[src/rtl/crc_check.sv]
// Receive-side TLP link check: serial CRC-16 recompute over {seq, payload},
// in-order sequence check, and one ACK/NAK request per accepted frame.
module crc_check #(
    parameter int NBITS = 16,
    parameter int SEQW  = 12,
    parameter int PLW   = 80
) (
    input  logic             clk,
    input  logic             rst,
    input  logic             we,
    input  logic [127:0]     dataIn,
    output logic             busy,
    output logic             vld,
    output logic [PLW-1:0]   dataOut,
    output logic [SEQW-1:0]  seqOut,
    output logic             ack,
    output logic             nak,
    output logic [SEQW-1:0]  ackSeq,
    output logic             crcErr
);

    localparam int FRW     = 128;
    localparam int MSGW    = SEQW + PLW;
    localparam int SEQ_LSB = PLW + NBITS;
    localparam int TOP_LSB = SEQ_LSB + SEQW;
    localparam int CW      = $clog2(FRW);

    localparam logic [NBITS-1:0] POLY = 'h1021;
    localparam logic [NBITS-1:0] INIT = '1;
    localparam logic [SEQW-1:0]  HALF = {1'b1, {(SEQW-1){1'b0}}};

    typedef enum logic [1:0] {
        IDLE   = 2'd0,
        CHECK  = 2'd1,
        REPORT = 2'd2
    } state_t;

    state_t           state, state_nx;
    logic [FRW-1:0]   frame;
    logic [NBITS-1:0] lfsr, lfsr_step;
    logic [CW-1:0]    cnt, bit_idx;
    logic             fb;
    logic [SEQW-1:0]  next_seq, next_seq_nx;
    logic             nak_sched, nak_sched_nx;

    logic [SEQW-1:0]  seq, seq_diff, last_seq;
    logic             crc_ok, in_order, dup;
    logic             dec_vld, dec_ack, dec_nak, dec_err;
    logic [SEQW-1:0]  dec_ackseq;

    assign busy = (state != IDLE);

    // Message bits leave MSB first, from the top of seq down to payload bit 0.
    assign bit_idx   = CW'(MSGW + NBITS - 1) - cnt;
    assign fb        = lfsr[NBITS-1] ^ frame[bit_idx];
    assign lfsr_step = {lfsr[NBITS-2:0], 1'b0} ^ (fb ? POLY : '0);

    assign seq      = frame[SEQ_LSB +: SEQW];
    assign seq_diff = next_seq - seq;
    assign last_seq = next_seq - SEQW'(1);
    assign crc_ok   = (lfsr == frame[NBITS-1:0]) && (frame[FRW-1:TOP_LSB] == '0);
    assign in_order = (seq_diff == '0);
    assign dup      = !in_order && (seq_diff <= HALF);

    always_ff @(posedge clk or negedge rst) begin
        if (!rst) state <= IDLE;
        else      state <= state_nx;
    end

    always_comb begin
        // NOTE: every output of this block gets a default first, so no path
        // through the case can leave a value held and infer a latch.
        state_nx     = state;
        next_seq_nx  = next_seq;
        nak_sched_nx = nak_sched;
        dec_vld      = 1'b0;
        dec_ack      = 1'b0;
        dec_nak      = 1'b0;
        dec_err      = 1'b0;
        dec_ackseq   = last_seq;
        case (state)
            IDLE:   if (we) state_nx = CHECK;
            CHECK:  if (cnt == CW'(MSGW - 1)) state_nx = REPORT;
            REPORT: begin
                state_nx = IDLE;
                if (!crc_ok) begin
                    dec_err = 1'b1;
                    if (!nak_sched) begin
                        dec_nak      = 1'b1;
                        nak_sched_nx = 1'b1;
                    end
                end else if (in_order) begin
                    dec_vld      = 1'b1;
                    dec_ack      = 1'b1;
                    dec_ackseq   = seq;
                    next_seq_nx  = next_seq + SEQW'(1);
                    nak_sched_nx = 1'b0;
                end else if (dup) begin
                    dec_ack = 1'b1;
                end else if (!nak_sched) begin
                    dec_nak      = 1'b1;
                    nak_sched_nx = 1'b1;
                end
            end
            default: state_nx = IDLE;
        endcase
    end

    // NOTE: all sequential state uses non-blocking assignment so every register
    // samples pre-edge values regardless of statement order.
    always_ff @(posedge clk or negedge rst) begin
        if (!rst) begin
            frame     <= '0;
            lfsr      <= INIT;
            cnt       <= '0;
            next_seq  <= '0;
            nak_sched <= 1'b0;
            vld       <= 1'b0;
            ack       <= 1'b0;
            nak       <= 1'b0;
            crcErr    <= 1'b0;
            dataOut   <= '0;
            seqOut    <= '0;
            ackSeq    <= '0;
        end else begin
            next_seq  <= next_seq_nx;
            nak_sched <= nak_sched_nx;
            vld       <= dec_vld;
            ack       <= dec_ack;
            nak       <= dec_nak;
            crcErr    <= dec_err;
            if (dec_vld) begin
                dataOut <= frame[NBITS +: PLW];
                seqOut  <= seq;
            end
            if (dec_ack || dec_nak) ackSeq <= dec_ackseq;

            if (state == IDLE && we) begin
                frame <= dataIn;
                lfsr  <= INIT;
                cnt   <= '0;
            end else if (state == CHECK) begin
                lfsr <= lfsr_step;
                cnt  <= cnt + CW'(1);
            end
        end
    end

endmodule

[config.mk]
export PLATFORM = sky130hd
export DESIGN_NAME = crc_check
export DESIGN_NICKNAME = d
export VERILOG_FILES = /design/src/rtl/crc_check.sv
export SDC_FILE = /design/constraint.sdc
export NUM_CORES = 1
export LEC_CHECK = 0
export CAP_MARGIN = 20
export CORE_MARGIN = 2
export CORE_UTILIZATION = 30
export CTS_BUF_LIST = sky130_fd_sc_hd__clkbuf_8
export CTS_CLUSTER_SIZE = 8
export DETAILED_ROUTE_END_ITERATION = 7
export GPL_ROUTABILITY_DRIVEN = 0
export GPL_TIMING_DRIVEN = 0
export PLACE_DENSITY_LB_ADDON = 0.12
export SLEW_MARGIN = 5
export SYNTH_ARGS = -nofsm -noshare
export SYNTH_HDL_FRONTEND = slang
export SYNTH_SLANG_ARGS = --single-unit
export TNS_END_PERCENT = 1
[constraint.sdc]
create_clock -name clk -period 3.85 [get_ports clk]
set_clock_uncertainty 0.05 [all_clocks]
set_input_delay 0.385 -clock clk [delete_from_list [all_inputs] [get_ports clk]]
set_output_delay 0.385 -clock clk [all_outputs]
set_load 0.005 [all_outputs]
==> summary.txt <==
vias in the first global route = 11,100
Synth async-reset ratio = 100%
GRT Util Overall = 18.7%
Max Fclk = 275 MHz
WP data required = 4290 ps
RSZ-0062 raised after global routing = true
period utilisation layout = 94.3%
max_cap viols = 0
syn avg cell area = 9.07 um^2
Synth Area in XOR/XNOR = 3.19%
Seq cells post-synth = 274
count leader, synth = nand2_1
post-synth top area cell = dfrtp_1
worst-margin pin slew = 1040 ps
worst setup path startpoint = frame[105]
clk buf depth = 3
clock tree root buffer cell = clkbuf_8
worst hold path class = in -> reg
Main synth FF type = dfrtp_1
number of flops mapped to enable cells by yosys = 0
CTS H-tree depth = 2
Post-Synth Adder-Cell Area = 1.55%
final-report hold violation count = 0
PortBufs = 239
CTS buffer count = 51
Sw Pwr = 4210 uW
DP HPWL = 29,800 um
crit path capture type = flop
die height = 211 um
TritonCTS clock tree = yes
DRT antenna net count = 0
Pint = 6990 uW
DRT Pass-1 Iters = 5
CP Cell Sequence = inv_1, ha_1, buf_2, inv_1, o21ai_0, a2111oi_2, nand4b_1, or4_4, or4_1, buf_6, buf_6, clkbuf_2, nand2_1, nand2_1
initial antenna violation count = 1
WL per Instance = 18.0 um
placed instance area = 16,000 um^2
Netlist cell types = 52
r2r setup slk = 220 ps
pwr/cell area = 656 nW/um^2
clock-pin transition on the worst setup and hold timing paths = 60 ps
Cell Area, Synth = 12,900 um^2
Core Region = 42,200 um^2
top post-synthesis cells by area = dfrtp_1, nand2_1, mux4_2
Area growth, synth to finish = 32.4%
clock network power share = 24.4%
net count after synthesis = 1,569
DRC = 0
pin count of the biggest net entering global routing = 106
final setup fails = 0
clk_lat worst skew = 620 ps
via/cell ratio = 4.68
R2R depth = 14
DIE AREA = 44,600 um^2
die width = 211 um
first-pass GRT wire length = 63,800 um
layout cells sized above 1 = 9.32%
Starting Density = 30.5%
Seq pwr share = 39.1%
Startpoint Class = flop
share of the synthesized area in the top cell type = 50.1%
Sw Ratio = 37.6%
slowest stage cell on the critical path = or4_4
worst r2r dst = dataOut[48]
clock sinks = 274
num ports = 240
via count = 10,700
largest family of logic cells by synthesized area = simple AND/OR/NAND/NOR gates
crit-path max cell delay = 550 ps
worst setup path category = reg -> reg
status = complete, no violations
number of standard cells after synthesis = 1,422
compound-cell area share of the yosys netlist = 5.06%
Antenna diodes = 0
non-filler instance count after layout = 2,288
cell row count = 75
Setup crit end = dataOut[48]
Max-slew headroom = 30.5%
Post-Synth Simple-Gate Area = 24.8%
nets = 1,866
Max FO, Critical Path = 10
fin. max-slew vios = 0
Gate power share = 36.5%
post-route cell area = 17,100 um^2
register area share after synthesis = 53.3%
crit path DAT = 4070 ps
Reg-to-Reg Start = frame[105]
fillcell total = 4,322
multiplexer area fraction after synthesis = 8.75%
maximum VDD drop = 0.260 mV
DRT Wirelength = 41,200 um
Leak = 0.00828 uW
Ys Warns = 0
crit path time final = 3630 ps
Placed Instances = 2,203
initial DRC count = 528
GRT Residual Overflow = 0
Commonest cells post-synth = nand2_1, dfrtp_1, clkbuf_1
[logic make-up after synthesis]
logic type / after synthesis
and+or+nand+nor: 793
AOI/OAI and AO/OA: 106
DFF: 274
muxes: 79
xor gates and xnor gates: 47
buffers and inverters: 107
adders and majority gates: 16
[registers in the layout (all words and copies together) (netlist names)]
register and flops:
ackSeq 12, next_seq 12, state 2, lfsr 16, dataOut 80, crcErr 1
ack 1, frame 128, nak_sched 1, cnt 7, seqOut 12, nak 1
vld 1
[power groups by stage]
| stage | Sequential [uW] | Clock [uW] | Combinational, uW |
|---|---|---|---|
| floorplan | 4170 | 0 | 2830 |
| global placement | 4400 | 0 | 3990 |
| detailed placement | 4410 | 0 | 4060 |
| CTS | 4380 | 2820 | 4080 |
| global route | 4480 | 2940 | 4570 |
| finish | 4380 | 2740 | 4090 |
[critical path: cells and delay by family, from the launching register on]
kind                       cells  cell delay (ps)
adders and majority gates      1              290
AOI/OAI and AO/OA              2              450
DFF                            1              410
and+or+nand+nor                5             1360
buffers and inverters          6              920
[cell type report]
cell class,count,area [um^2],share of cell area [%]
clock inverter,21,109,0.638
clock buffer,62,853,5.00
sequential,274,6880,40.3
multi-input combinational,1041,5590,32.8
tap,539,674,3.95
buffer,77,363,2.13
timing repair buffer,245,2490,14.6
inverter,29,109,0.638
[layer usage]
metal / share of wire [%] / global-route usage (%) / vias up
met1: 46 / 25.3 / 5156
met2: 46 / 30.1 / 274
met5: 0.032 / 0 / -
met4: 1.9 / 5.56 / 2
li1: - / - / 5218
met3: 5.7 / 3.96 / 57
[metrics by stage]
step | util (%) | hold WS [ps] | power (uW) | TNS [ps] | worst slack (ps)
6_report | 40.4 | 251 | 11200 | 0 | 218
5_1_grt | 40.4 | 243 | 12000 | -13.9 | -7.06
4_1_cts | 40.3 | 205 | 11300 | -39.6 | -39.6
3_5_place_dp | 38.0 | 339 | 8470 | -30550 | -556
3_3_place_gp | 37.8 | 398 | 8390 | -2761870 | -10250
2_1_floorplan | - | 39.4 | 7000 | 0 | 532
[worst min path at each step]
stage,start,slack [ps],end,cells past startpoint
after global placement,nak_sched,400,nak,1
after floorplan,rst,40,ack,0
after detailed placement,rst,340,dataOut[62],1
after CTS,dataIn[49],200,frame[49],3
final,dataIn[95],250,frame[95],3
after global routing,dataIn[75],240,frame[75],3
[cells in the final DEF (no fill, tap or decap), types with 4 or more instances in the layout]
cell type and n:
nand2_1 653, dfrtp_1 257, clkdlybuf4s50_1 238, clkbuf_8 62, nor2_1 56, mux2i_1 46
inv_1 46, clkbuf_1 41, o21ai_0 34, a21oi_1 29, mux4_2 26, xor2_1 24
xnor2_1 23, nand3_1 16, ha_1 16, dfstp_2 16, buf_2 12, nor4_1 12
clkbuf_2 11, nand4_1 8, a22oi_1 8, nor3_1 7, nand2b_1 7, o211ai_1 7
mux2_2 6, or3_1 5, nor2b_1 5, clkbuf_4 5, buf_4 5, o22ai_1 4
and2_1 4, a311oi_1 4
[what timing repair did]
action                                  CTS  global route
cloned                                    0             0
endpoints found under the setup margin   85            97
pin swaps                                 0             1
setup buffers                             0             2
hold endpoints to repair                 65             0
hold buffers                              1             0
resized for setup                         8            49
No activity file was read; power rests on OpenSTA's default activity.
